--- config.mk ---
export PLATFORM = sky130hd
export DESIGN_NAME = message_combiner
export DESIGN_NICKNAME = d
export VERILOG_FILES = /design/src/rtl/message_combiner.sv
export SDC_FILE = /design/constraint.sdc
export NUM_CORES = 1
export LEC_CHECK = 0
export CORE_MARGIN = 2
export CORE_UTILIZATION = 45
export DETAILED_ROUTE_END_ITERATION = 10
export PLACE_DENSITY_LB_ADDON = 0.05
export SLEW_MARGIN = 10
export SYNTH_ARGS = -nofsm -noshare
export SYNTH_HDL_FRONTEND = slang
export SYNTH_SLANG_ARGS = --single-unit
--- constraint.sdc ---
create_clock -name clk -period 10.38 [get_ports clk]
set_input_delay 1.557 -clock clk [delete_from_list [all_inputs] [get_ports clk]]
set_output_delay 1.557 -clock clk [all_outputs]
set_load 0.03 [all_outputs]
--- src/rtl/message_combiner.sv ---
// Packs runs of N_SLICES narrow words into one wide word, buffers them in a FIFO
// and presents them downstream with a toggling new-data flag.
module message_combiner #(
    parameter int N_SLICES          = 2,
    parameter int WIDTH             = 33,
    parameter int BUFFER_LENGTH     = 16,
    parameter int LOG_BUFFER_LENGTH = 4
) (
    input  logic                        clk,
    input  logic                        rst,
    input  logic [WIDTH-1:0]            in_data,
    input  logic                        in_nd,
    input  logic                        out_ready,
    output logic [WIDTH*N_SLICES-1:0]   out_data,
    output logic                        out_nd,
    output logic                        error
);

    localparam int CW = (N_SLICES > 1) ? $clog2(N_SLICES) : 1;
    localparam int WW = WIDTH * N_SLICES;

    // Slot 0 is never stored: the final word goes straight into the FIFO.
    logic [N_SLICES-1:1][WIDTH-1:0] asm_q;
    logic [CW-1:0]                  slice_cnt;

    logic [WW-1:0]                  mem [BUFFER_LENGTH];
    logic [LOG_BUFFER_LENGTH-1:0]   wr_ptr;
    logic [LOG_BUFFER_LENGTH-1:0]   rd_ptr;
    logic [LOG_BUFFER_LENGTH:0]     count;

    logic          last_slice;
    logic          push;
    logic          pop;
    logic          full;
    logic          push_ok;
    logic [WW-1:0] push_word;

    assign last_slice = (slice_cnt == CW'(N_SLICES - 1));
    assign push       = in_nd && last_slice;
    assign full       = (count == (LOG_BUFFER_LENGTH + 1)'(BUFFER_LENGTH));
    assign pop        = (count != '0) && out_ready;
    // A pop in the same cycle frees the slot, so a full FIFO can still accept.
    assign push_ok    = push && (!full || pop);
    assign push_word  = {asm_q, in_data};

    // First word of a group lands in the top slice.
    for (genvar s = 1; s < N_SLICES; s++) begin : g_slot
        always_ff @(posedge clk) begin
            if (in_nd && slice_cnt == CW'(N_SLICES - 1 - s))
                asm_q[s] <= in_data;
        end
    end

    always_ff @(posedge clk) begin
        if (rst)
            slice_cnt <= '0;
        else if (in_nd)
            slice_cnt <= last_slice ? '0 : slice_cnt + 1'b1;
    end

    always_ff @(posedge clk) begin
        if (!rst && push_ok)
            mem[wr_ptr] <= push_word;
    end

    always_ff @(posedge clk) begin
        if (rst) begin
            wr_ptr   <= '0;
            rd_ptr   <= '0;
            count    <= '0;
            out_data <= '0;
            out_nd   <= 1'b0;
            error    <= 1'b0;
        end else begin
            if (push_ok)
                wr_ptr <= wr_ptr + 1'b1;
            if (pop) begin
                rd_ptr   <= rd_ptr + 1'b1;
                out_data <= mem[rd_ptr];
                out_nd   <= ~out_nd;
            end
            case ({push_ok, pop})
                2'b10:   count <= count + 1'b1;
                2'b01:   count <= count - 1'b1;
                default: count <= count;
            endcase
            if (push && !push_ok)
                error <= 1'b1;
        end
    end

endmodule

==> flow_summary.toml, run 1 <==
[sta]
tightest_slew_ps = 1239
relSlewSlack = 0.1741
hold_slack_ps = 484.6
finalClockSkew_ps = 21.70
rsz0062_at_grt = "false"
drv_slew = 0
fmax_ghz = 0.2523
setup_tns_ps = 0
hold_viol_final = 0
final-setup-viol-count = 0
period_minus_slack_ps = 3964
fin_crit_sh = 0.3818
setup_slack_ps = 6416

[logic_synthesis]
synth.area.top_cells = "edfxtp_1 75%, mux4_2 14%, dfxtp_1 3.7%, mux2_2 1.7%, mux2i_1 1.6%"
synth.distinct_cells = 41
synth_seq_cells = 1171
synth_cells = 1901
ys_seq_area_frac = 0.7836
avgSynthCellArea_um2 = 23.06
synth_top_area_frac = 0.7461
yosys_warnings = 0
yosysTopAreaCell = "edfxtp_1"
synth_nets = 1947
netlist_area_mm2 = 0.04383

[floorplan]
ioPinCount = 105
die_h_um = 316.1
initial_utilization = 0.4539
core_mm2 = 0.09657
std_cell_rows = 114
dieArea_mm2 = 0.09991
die_w_um = 316.1

[cells_and_area]
drive_above_1_share = 0.2652
layout.nets = 2108
area_growth_syn_to_layout_pct = 14.80

[worst_setup_path]
cp.required_ps = 10950
cp-start-kind = "flop"
cp_slowest_cell = "dfxtp_4"
critPathKind = "flop to flop"
cpPeakStageDelay_ps = 890
endpoint_kind = "flop"
cp_max_fo = 64
critPathMostFrequentCell = "buf_4"
r2r_slack_ps = 6420
crit_chain = "buf_4, buf_4, mux4_2, mux2i_1, nor2_1, a221o_1"
cp_data_arrival_time_ps = 4530

[clock_network]
cts_root_buffer = "clkbuf_16"
clock_path_buffers = 3
cts_hold_buf = 0
clk_pin_slew_ps = 60
cts_made_buffers = 119
cts_setup_buffers = 0
cts-resized-gates = 0
clk_latency_ps = 700
cts_tree = "done"
numClockSinks = 1171
htreeDepth = 3

[pwr]
power_leakage_nw = 15.39
power_frac_comb = 0.127
ir_drop_mv = 0.1678
p_switching_mw = 2.702
swShare = 0.2426
seqPwrFrac = 0.491
p_per_area_mw_per_mm2 = 221.4
clkPwrFrac = 0.382
p_int_mw = 8.438

[placement]
hpwl_mm = 52.44
port-buffer-count = 104
routabilityCongestion = 0.7063
pre_cts_ws_ps = 5665

[drt]
antenna_left = 0
wl_met2_mm = 48.97
wire_per_inst_um = 28.16
met1Wirelength_mm = 42.26
viasPerCell = 5.686
num_vias = 19590
drt_iter0_drc = 1660
routed-wl-met3_mm = 3.533
finalWirelength_mm = 97.02
top_layer_used = "met4"
dr.pass1.iters = 7
drc = 0

[global_route]
overflow = 0
grt_pass1_vias = 21040
grt.total_usage = 0.1991
grt_pass1_wl_mm = 143.4
grt_max_degree = 109
antenna_found_initial = 4

[outcome]
status = "complete, no violations"

[hold_path]
hold_class = "flop to flop"

[job]
maxCapViolCount = 0
[routing by layer]
layer  global-route usage  vias up
li1                     -     8382
met3              0.02891      144
met5                    0        -
met2               0.3347      409
met4              0.05332        0
met1               0.2749    10650
[through the flow]
stage               utilization  std cells  area (um2)  total power, mW
global placement         0.4805       3217       46400            7.016
floorplan                     -       1901       43830            6.467
detailed placement       0.4805       3217       46400            7.023
finish                   0.5211       3445       50320            11.14
CTS                      0.5210       3444       50310            11.27
global route             0.5210       3444       50310            11.54
[registers in the layout (all words and copies together), names as in the netlist]
signal and count:
mem 1056, out_nd 1, count 5, last_slice 1, rd_ptr 4, asm_q 33
error 1, out_data 66, wr_ptr 4
[cells by family (layout without fill, tap and decap cells)]
logic type,Yosys count,in the layout,share of synthesized area
AND/OR/NAND/NOR,121,121,0.01270
adder cells (fa/ha/maj),9,9,0.002741
buffers and inverters,104,371,0.01133
multiplexers,403,403,0.1693
XOR/XNOR,9,9,0.001798
flip-flops,1171,1171,0.7836
AO/OA/AOI/OAI,84,84,0.01853
other,0,1,0
[placed cells by master, fill, tap and decap left out, drive strengths merged, types with 12 or more instances in the layout]
master         count
edfxtp          1089
mux4             264
clkbuf           153
clkdlybuf4s50    104
dfxtp             82
nor2              80
mux2i             71
mux2              68
a221o             66
clkinv            59
buf               36
and3              14
bufinv            12
[final cells by class]
| type | count | area (um2) |
|---|---|---|
| sequential | 1171 | 34350 |
| clock inverter | 74 | 671.9 |
| clock buffer | 153 | 3239 |
| inverter | 4 | 15.01 |
| multi-input combinational | 626 | 9101 |
| tap | 1276 | 1597 |
| timing repair buffer | 140 | 1336 |
| antenna | 1 | 2.502 |
| fill | 7497 | 46250 |
[critical path: cells and delay by family, from the launching register on]
kind,cells,cell delay (ps)
AOI/OAI and AO/OA,1,300
buffers and inverters,2,1650
DFF,1,890
muxes,2,780
and+or+nand+nor,1,100
[power by group through the flow]
stage	combinational [mW]	clock [mW]	sequential, mW
final	1.42	4.25	5.47
after global routing	1.52	4.52	5.49
after CTS	1.45	4.34	5.48
after detailed placement	1.45	0	5.57
after global placement	1.44	0	5.57
after floorplan	0.796	0	5.67
[path summary, 6_finish.rpt]
kind	to	start	depth (start not counted)
worst max-delay path	out_data[52]	rd_ptr[3]	6
worst min-delay path	out_data[43]	out_data[43]	1
worst max register to register	out_data[52]	rd_ptr[3]	6
worst min register to register	out_data[43]	out_data[43]	1
[cells in the mapped netlist (all sizes together)]
cell type / count
a211o: 3
a211oi: 3
a21boi: 1
a21o: 2
a21oi: 2
a221o: 66
a31oi: 1
and2: 1
and2b: 1
and3: 14
and3b: 1
buf: 67
clkbuf: 33
dfxtp: 82
edfxtp: 1089
fa: 1
ha: 8
inv: 4
mux2: 68
mux2i: 71
mux4: 264
nand2: 3
nand2b: 4
nand3: 2
nand4b: 1
nor2: 80
nor2b: 7
nor3: 1
nor3b: 3
nor4: 1
o211ai: 4
o21ai: 1
o311ai: 1
or2: 1
or4: 1
xnor2: 4
xor2: 5
(Power assumes the default switching activity.)
==> inputs of run 2 (changes only) <==
clock period = 3.2 ns   (was 10.38 ns; I/O delays follow)
==> run 2 against run 1 <==
Net effect:
- routed wire length is 6.5% higher
- non-clock buffer count rose by 61
- critical path depth increased by 2
- first-iteration DRC count is 10% higher
- sequential share of layout area is 1.8 points lower
- global-route usage increased by 1.3 points
- highest routed layer is now met5
- maximum frequency up 52%
- clock-buffer cell count grew 16
- critical path type unchanged
==> flow_summary.toml, run 2 (synthesis gave the netlist of run 1 again) <==
[sta]
fin_crit_sh = 0.8132
rsz0062_at_grt = "false"
drv_slew = 0
finalClockSkew_ps = 19.17
setup_slack_ps = 597.9
period_minus_slack_ps = 2602
relSlewSlack = 0.3396
tightest_slew_ps = 987.5
fmax_ghz = 0.3843
hold_viol_final = 0
final-setup-viol-count = 0

[worst_setup_path]
cp.required_ps = 3780
r2r_cells = 8
cp_data_arrival_time_ps = 3180
endpoint_kind = "flop"
critPathKind = "flop to flop"
reg2reg_from = "count[1]"
cp_slowest_cell = "or4_1"
cp_max_fo = 5
r2r-end = "count[4]"
r2r_slack_ps = 600
cpPeakStageDelay_ps = 560
cp-start-kind = "flop"
crit_chain = "or4_1, o211ai_1, inv_1, fa_1, a21o_1, a211oi_1, mux2i_1, o311ai_0"

[floorplan]
ioPinCount = 105
die_h_um = 316.1
die_w_um = 316.1
initial_utilization = 0.4539
core_mm2 = 0.09657
dieArea_mm2 = 0.09991
std_cell_rows = 114

[global_route]
grt_pass1_wl_mm = 150.2
gr-usage-met2 = 0.3507
grt.total_usage = 0.2119
grt_use_met3 = 0.03309
overflow = 0
antenna_found_initial = 5
grt_pass1_vias = 21270
use_met1 = 0.2924
grt_max_degree = 67
busiest_layer = "met2"

[pwr]
seqPwrFrac = 0.477
p_per_area_mw_per_mm2 = 720.9
clkPwrFrac = 0.389
ir_drop_mv = 0.5089
power_leakage_nw = 15.95
power_frac_comb = 0.134
p_int_mw = 28.24
p_switching_mw = 9.005
swShare = 0.2418

[hold_path]
min_to = "error"
min_from = "error"
min_path_cells = 2
hold_class = "flop to flop"

[clock_network]
cts_hold_buf = 0
cts_tree = "done"
cts_setup_buffers = 0
clk_latency_ps = 690
cts_made_buffers = 119
clk_pin_slew_ps = 60
htreeDepth = 3
numClockSinks = 1171
cts-resized-gates = 0
clock_path_buffers = 3
cts_root_buffer = "clkbuf_16"

[placement]
port-buffer-count = 104
pre_cts_ws_ps = 435.5
place_area_mm2 = 0.04749
hpwl_mm = 59.43
routabilityCongestion = 0.7622
placed_cells = 3278

[drt]
dr.pass1.iters = 5
finalWirelength_mm = 103.3
antenna_left = 0
drc = 0
drt_iter0_drc = 1831
viasPerCell = 5.707
num_vias = 20000
wire_per_inst_um = 29.48

[cells_and_area]
multi_input_area_mm2 = 0.009101
layout_common_cells = "1,089 x edfxtp_1, 264 x mux4_2, 123 x clkbuf_16"
layout.nets = 2169
top_regs = "mem x1056, out_data x66, asm_q x33"
largest-register = "mem"
largest_reg_flops = 1056
area_growth_syn_to_layout_pct = 17.86
design_area_mm2 = 0.05166
final_cells = 3505
nFillCells = 7370
drive_above_1_share = 0.2899
ff_latch_area_mm2 = 0.03435
final_common_cell = "edfxtp_1"

[outcome]
status = "complete, no violations"

[job]
maxCapViolCount = 0
## run 2: changes by cell type in the layout (fill, tap and decap cells not counted), sizes merged
cell,change
clkinvlp,+6
clkbuf,+16
buf,+61
clkinv,-25
inv,-2
bufinv,+4
## run 2: metal layers
layer  vias to the layer above  part of all wire
li1                       8515                 -
met1                     10890              0.44
met2                       427              0.50
met3                       167             0.038
met4                         6             0.030
met5                         -           0.00044
## run 2: area by class of cell
| class | instances | share of cell area |
|---|---|---|
| flip-flops and latches | 1171 | 0.6650 |
| multi-input cells | 626 | 0.1762 |
| clock buffers | 169 | 0.06680 |
| repair buffers | 201 | 0.04684 |
| well taps | 1276 | 0.03091 |
| clock inverters | 57 | 0.01390 |
| inverters | 4 | 0.0002906 |
| diodes | 1 | 0.00004844 |
## run 2: critical path: cells and delay by family (launching register included)
family	cells	cell delay, ps
multiplexers	1	120
flip-flops	1	360
buffers and inverters	1	160
adder cells (fa/ha/maj)	1	430
AO/OA/AOI/OAI	4	860
AND/OR/NAND/NOR	1	560
## run 2: stage by stage
stage | hold WS (ps) | setup TNS (ps) | utilization | total power [mW]
CTS | 484.4 | 0 | 0.5349 | 37.65
floorplan | 478.0 | -218770 | - | 20.98
finish | 474.1 | 0 | 0.5350 | 37.24
detailed placement | 473.6 | 0 | 0.4918 | 23.17
global route | 496.2 | 0 | 0.5349 | 38.49
global placement | 469.2 | 0 | 0.4918 | 23.15
## run 2: worst max-delay path by stage
stage	startpoint	endpoint	depth (start not counted)	slack [ps]
2_1_floorplan	count[4]	mem[15][0]	4	-1250
3_3_place_gp	in_nd	count[4]	9	380
3_5_place_dp	in_nd	count[4]	9	440
4_1_cts	count[1]	count[4]	8	590
5_1_grt	count[1]	count[4]	8	390
6_report	count[1]	count[4]	8	600
## run 2: power groups by stage
stage	clock [mW]	combinational, mW	sequential (mW)
after global routing	15.4	5.29	17.8
after floorplan	0	2.58	18.4
after global placement	0	5.05	18.1
after detailed placement	0	5.06	18.1
final	14.5	4.98	17.8
after CTS	14.8	5.07	17.8
